===== src/rtl/data_mem_arbiter_pkg.sv =====
// ============================================================================
// Module      : data_mem_arbiter_pkg
// Description : Shared types and constants for the two-port byte-memory arbiter.
// Revision    : 1.0 - initial release
// ============================================================================
`default_nettype none

package data_mem_arbiter_pkg;

    localparam int BYTES_PER_WORD = 3;
    localparam int WORD_W         = 8 * BYTES_PER_WORD;
    localparam int DEF_MEM_BYTES  = 128;
    localparam int DEF_ADDR_W     = 24;

    typedef enum logic [2:0] {
        S_IDLE = 3'd0,
        S_B0   = 3'd1,
        S_B1   = 3'd2,
        S_B2   = 3'd3,
        S_DONE = 3'd4
    } state_t;

    // Big-endian byte select: index 0 is the MSB of the word.
    function automatic logic [7:0] word_byte(input logic [WORD_W-1:0] word,
                                             input logic [1:0]        idx);
        case (idx)
            2'd0:    word_byte = word[23:16];
            2'd1:    word_byte = word[15:8];
            default: word_byte = word[7:0];
        endcase
    endfunction

endpackage

`default_nettype wire


===== src/rtl/data_mem_arbiter_rr_arbiter_2.sv =====
// ============================================================================
// Module      : rr_arbiter_2
// Description : Two-request round-robin picker; one-hot grant while enabled.
// Revision    : 1.0 - initial release
// ============================================================================
`default_nettype none

module rr_arbiter_2 (
    input  logic       clk,
    input  logic       rst,
    input  logic       en,
    input  logic       req0,
    input  logic       req1,
    output logic [1:0] grant
);

    logic r_last_grant;

    always_comb begin
        grant = 2'b00;
        if (en) begin
            if (req0 && req1) begin
                grant = r_last_grant ? 2'b01 : 2'b10;
            end else begin
                grant = {req1, req0};
            end
        end
    end

    // A lone request still moves the pointer, so the other port wins the next tie.
    always_ff @(posedge clk) begin
        if (rst) begin
            r_last_grant <= 1'b1;
        end else if (en && (req0 || req1)) begin
            r_last_grant <= grant[1];
        end
    end

endmodule

`default_nettype wire


===== src/rtl/data_mem_arbiter.sv =====
// ============================================================================
// Module      : data_mem_arbiter
// Description : Shares a byte-wide single-port memory between two 24-bit word
//               requesters, splitting each word into three big-endian bytes.
// Revision    : 1.0 - initial release
// ============================================================================
`default_nettype none

module data_mem_arbiter
    import data_mem_arbiter_pkg::*;
#(
    parameter int MEM_BYTES = DEF_MEM_BYTES,
    parameter int ADDR_W    = DEF_ADDR_W
) (
    input  logic              clk,
    input  logic              rst,
    input  logic              req0,
    input  logic              write0,
    input  logic [ADDR_W-1:0] addr0,
    input  logic [WORD_W-1:0] wdata0,
    output logic              ready0,
    input  logic              req1,
    input  logic              write1,
    input  logic [ADDR_W-1:0] addr1,
    input  logic [WORD_W-1:0] wdata1,
    output logic              ready1,
    output logic [WORD_W-1:0] rdata,
    output logic              error,
    output logic              busy,
    output logic [ADDR_W-1:0] mem_addr,
    output logic              mem_write,
    output logic [7:0]        mem_wdata,
    input  logic [7:0]        mem_rdata
);

    localparam logic [ADDR_W-1:0] c_MAX_ADDR = ADDR_W'(MEM_BYTES - BYTES_PER_WORD);

    state_t              r_state;
    state_t              w_next_state;
    logic [1:0]          w_grant;
    logic                w_take;
    logic [ADDR_W-1:0]   w_sel_addr;
    logic                w_addr_bad;
    logic                w_in_byte;
    logic [1:0]          w_byte_idx;

    logic                r_port;
    logic                r_write;
    logic [ADDR_W-1:0]   r_addr;
    logic [WORD_W-1:0]   r_wdata;
    logic [WORD_W-1:0]   r_rdata;
    logic                r_error;

    rr_arbiter_2 u_rr_arbiter_2 (
        .clk   (clk),
        .rst   (rst),
        .en    (r_state == S_IDLE),
        .req0  (req0),
        .req1  (req1),
        .grant (w_grant)
    );

    assign w_take     = |w_grant;
    assign w_sel_addr = w_grant[1] ? addr1 : addr0;
    assign w_addr_bad = w_sel_addr > c_MAX_ADDR;

    always_comb begin
        w_next_state = r_state;
        w_in_byte    = 1'b0;
        w_byte_idx   = 2'd0;
        case (r_state)
            S_IDLE: begin
                if (w_take) begin
                    w_next_state = w_addr_bad ? S_DONE : S_B0;
                end
            end
            S_B0: begin
                w_next_state = S_B1;
                w_in_byte    = 1'b1;
                w_byte_idx   = 2'd0;
            end
            S_B1: begin
                w_next_state = S_B2;
                w_in_byte    = 1'b1;
                w_byte_idx   = 2'd1;
            end
            S_B2: begin
                w_next_state = S_DONE;
                w_in_byte    = 1'b1;
                w_byte_idx   = 2'd2;
            end
            S_DONE:  w_next_state = S_IDLE;
            default: w_next_state = S_IDLE;
        endcase
    end

    // Strobe is cut by reset itself so an interrupted store never writes another byte.
    assign mem_write = w_in_byte & r_write & ~rst;
    assign mem_addr  = w_in_byte ? (r_addr + ADDR_W'(w_byte_idx)) : '0;
    assign mem_wdata = mem_write ? word_byte(r_wdata, w_byte_idx) : 8'h00;

    assign ready0 = (r_state == S_DONE) & ~r_port;
    assign ready1 = (r_state == S_DONE) &  r_port;
    assign error  = (r_state == S_DONE) &  r_error;
    assign busy   = (r_state != S_IDLE);
    assign rdata  = r_rdata;

    always_ff @(posedge clk) begin
        if (rst) begin
            r_state <= S_IDLE;
            r_port  <= 1'b0;
            r_write <= 1'b0;
            r_addr  <= '0;
            r_wdata <= '0;
            r_rdata <= '0;
            r_error <= 1'b0;
        end else begin
            r_state <= w_next_state;
            if (w_take) begin
                r_port  <= w_grant[1];
                r_write <= w_grant[1] ? write1 : write0;
                r_addr  <= w_sel_addr;
                r_wdata <= w_grant[1] ? wdata1 : wdata0;
                r_rdata <= '0;
                r_error <= w_addr_bad;
            end else if (w_in_byte && !r_write) begin
                case (w_byte_idx)
                    2'd0:    r_rdata[23:16] <= mem_rdata;
                    2'd1:    r_rdata[15:8]  <= mem_rdata;
                    default: r_rdata[7:0]   <= mem_rdata;
                endcase
            end
        end
    end

endmodule

`default_nettype wire


===== config.mk =====
export PLATFORM = sky130hd
export DESIGN_NAME = data_mem_arbiter
export DESIGN_NICKNAME = d
export VERILOG_FILES = /design/src/rtl/data_mem_arbiter_pkg.sv /design/src/rtl/data_mem_arbiter_rr_arbiter_2.sv /design/src/rtl/data_mem_arbiter.sv
export SDC_FILE = /design/constraint.sdc
export NUM_CORES = 1
export LEC_CHECK = 0
export ABC_AREA = 1
export CELL_PAD_IN_SITES_DETAIL_PLACEMENT = 1
export CELL_PAD_IN_SITES_GLOBAL_PLACEMENT = 2
export CORE_MARGIN = 2
export CORE_UTILIZATION = 23
export CTS_CLUSTER_SIZE = 25
export DETAILED_ROUTE_END_ITERATION = 12
export PLACE_DENSITY_LB_ADDON = 0.1
export SYNTH_ARGS = -nofsm -noshare
export SYNTH_HDL_FRONTEND = slang
export SYNTH_SLANG_ARGS = --single-unit

===== constraint.sdc =====
create_clock -name clk -period 3.67 [get_ports clk]
set_input_delay 0.367 -clock clk [delete_from_list [all_inputs] [get_ports clk]]
set_output_delay 0.367 -clock clk [all_outputs]
set_load 0.02 [all_outputs]

==> flow_metrics.env <==
export IMPL_yosysTopAreaCellShare_pct=34.65
export IMPL_wire_per_inst_um=15.93
export IMPL_grt_pass1_vias=5162
export IMPL_dominantRegCellSynth="dfxtp_1"
export IMPL_drive_above_1_share_pct=5.330
export IMPL_powerDensity_nw_per_um2=367.9
export IMPL_tightest_slew_ps=1012
export IMPL_hpwl_um=13550
export IMPL_vdd_drop_max_mv=0.2807
export IMPL_die_height_um=144.9
export IMPL_clock_latency_ps=350
export IMPL_antenna_left=0
export IMPL_synthTopCellsByArea="dfxtp_1 (35%), nand2_1 (12%), inv_1 (8.0%)"
export IMPL_synth_warnings=0
export IMPL_fin_skew_ps=6.921
export IMPL_grt_max_degree=54
export IMPL_cts_sinks=79
export IMPL_fin_crit_sh_pct=93.08
export IMPL_place_congestion=0.8187
export IMPL_ys_types=35
export IMPL_synth_edff_count=0
export IMPL_cp_data_required_time_ps=3300
export IMPL_crit_arrival_ps=3050
export IMPL_start_util_pct=23.45
export IMPL_clk_pin_slew_worst_paths_ps=70
export IMPL_hold_buffers=0
export IMPL_final_util_pct=35.17
export IMPL_p_leak_nw=2.899
export IMPL_hold_class="reg -> reg"
export IMPL_syn2layout_area_growth_pct=49.97
export IMPL_drt_pre_antenna_iters=4
export IMPL_syn_area_um2=4564
export IMPL_final_nets=971
export IMPL_critPathCaptureType="primary output"
export IMPL_coreArea_um2=19460
export IMPL_design_area_um2=6845
export IMPL_slew_headroom_pct=32.38
export IMPL_num_vias=5149
export IMPL_drcViolationCount=0
export IMPL_maxClockFrequency_mhz=292.7
export IMPL_yosysMostFrequentCell="nand2_1"
export IMPL_syn_nets=817
export IMPL_floorplan_rows=51
export IMPL_min_path_cells=2
export IMPL_r2r_cells=11
export IMPL_synth_seq_area_share_pct=34.65
export IMPL_synth_cells=704
export IMPL_reg2reg_to="r_addr[7]$_SDFFE_PP0P_"
export IMPL_htreeDepth=3
export IMPL_netlist_top_cell_by_area="dfxtp_1"
export IMPL_die_w_um=144.9
export IMPL_finalSetupViolations=0
export IMPL_worstSetupStartpointType="flip-flop"
export IMPL_vias_per_cell=4.565
export IMPL_p_total_mw=2.518
export IMPL_r2r_start="r_state[0]$_SDFFE_PP0P_"
export IMPL_avgSynthCellArea_um2=6.483
export IMPL_wirelength_um=17970
export IMPL_portBuffers=170
export IMPL_path_max_fanout=6
export IMPL_hold_start="rdata[12]$_SDFFE_PP0P_"
export IMPL_outcome="complete, no violations"
export IMPL_detail_route_iter0_violations=188
export IMPL_holdPathEnd="rdata[12]$_SDFFE_PP0P_"
export IMPL_rsz0062_at_grt="true"
export IMPL_finalHoldViolCount=0
export IMPL_antenna_cells=0
export IMPL_track_usage_pct=17.39
export IMPL_post_dp_cell_area_um2=6492
export IMPL_die_area_um2=20990
export IMPL_overflow=0
export IMPL_reg2reg_slack_ps=1160
export IMPL_root_buffer="clkbuf_16"
export IMPL_cts_tree="built"
export IMPL_finalMaxSlewViolations=0
export IMPL_antenna_found_initial=1
export IMPL_timing_final_crit_period_ps=3416
export IMPL_yosys_register_bits=79
export IMPL_critical_path_class="reg -> out"
export IMPL_grt_first_pass_wirelength_um=28180
export IMPL_cts_buffer_depth=2
export IMPL_io_pin_count=171
export IMPL_synthTopCellsByCount="nand2_1 (147), inv_1 (97), dfxtp_1 (79)"
export IMPL_worstSetupStartpoint="r_state[2]$_SDFFE_PP0P_"
export IMPL_cap_viol_max_count=0
export IMPL_synthArstFlopShare_pct=0
export IMPL_cts_made_buffers=9
==> per-layer routing <==
metal / track usage, % / vias to the layer above / part of all wire [%]
met5: 0 / - / 0.072
met2: 26.74 / 120 / 44
met1: 24.75 / 2388 / 50
met3: 3.718 / 16 / 5.3
li1: - / 2623 / -
met4: 4.241 / 2 / 1.2
==> power breakdown <==
part           switching, mW  internal, mW  total, mW
Sequential            0.0874         0.940       1.03
Clock                  0.401         0.541      0.943
Combinational          0.317         0.232      0.548
Total                  0.805          1.71       2.52
==> critical path, cell delays in order, from the launching register on <==
cell and delay, ps:
dfxtp_1 390, nor2_1 140, clkinv_1 90, nor2_2 100, ha_1 190, nand3_1 90, nand2_1 110, nand2_1 110
nor3_4 180, nand3_2 170, nor2_4 210, a31oi_1 100, nor3_1 180, clkdlybuf4s50_1 640
==> cell usage in the layout (no fill, tap or decap), types with 2 or more instances in the layout <==
cell and instances:
nor3_2 2, o21ai_0 42, clkdlybuf4s50_1 164, o21ai_1 4, xor2_1 3, nand2_1 146
o211ai_1 43, nand2_2 4, a31oi_1 8, clkinvlp_4 2, nor3b_1 2, nor2_1 70
nand3_1 41, nor2_2 2, nor3_1 9, nand4_1 10, a22oi_1 2, inv_1 97
nand3b_1 10, dlymetal6s2s_1 5, inv_2 4, nor2_4 2, dfxtp_1 79, a21o_1 2
buf_4 13, clkbuf_16 9, inv_8 2, a21oi_1 71, inv_6 2, ha_1 2
==> logic make-up after synthesis <==
logic type | count (synthesis) | share of synthesized area (%)
and+or+nand+nor | 301 | 28.48
AOI/OAI and AO/OA | 175 | 22.37
buffers and inverters | 142 | 12.72
DFF | 79 | 34.65
xor gates and xnor gates | 3 | 0.5758
adders and majority gates | 3 | 0.9868
muxes | 1 | 0.2193
==> worst max path at each step <==
| stage | endpoint | slack, ps |
|---|---|---|
| after floorplan | mem_addr[18] | 480 |
| after global placement | mem_addr[18] | 430 |
| after detailed placement | mem_addr[18] | 340 |
| after CTS | mem_addr[23] | 40 |
| after global routing | mem_addr[21] | -30 |
| final | mem_addr[21] | 250 |
==> through the flow <==
| step | instances | setup WS (ps) | setup TNS [ps] | hold slack (ps) |
|---|---|---|---|---|
| after floorplan | 704 | 477.0 | 0 | 453.1 |
| after global placement | 1111 | 425.9 | 0 | 449.1 |
| after detailed placement | 1111 | 335.9 | 0 | 454.2 |
| after CTS | 1127 | 41.71 | 0 | 465.4 |
| after global routing | 1128 | -29.11 | -29.11 | 481.9 |
| final | 1128 | 254.0 | 0 | 462.6 |
==> final cells by class <==
| cell class | count | area [um2] |
|---|---|---|
| sequential | 79 | 1582 |
| inverter | 102 | 382.9 |
| tap | 265 | 331.6 |
| timing repair buffer | 183 | 1810 |
| fill | 2404 | 12620 |
| clock buffer | 9 | 225.2 |
| multi-input combinational | 483 | 2429 |
| clock inverter | 7 | 85.08 |
==> registers in the layout (all words and copies together) (netlist names) <==
name	cells
rdata	24
r_write	1
r_port	1
r_addr	24
u_rr_arbiter_2.r_last_grant	1
r_wdata	24
r_state	3
r_error	1
==> timing repair <==
item | in CTS | in global routing
resized for setup | 1 | 10
pin swaps | 0 | 1
buffers inserted | 0 | 1
setup endpoints to repair | 1 | 9
endpoints found under the hold margin | 0 | 0
gates cloned | 0 | 0
(Power assumes the default switching activity.)
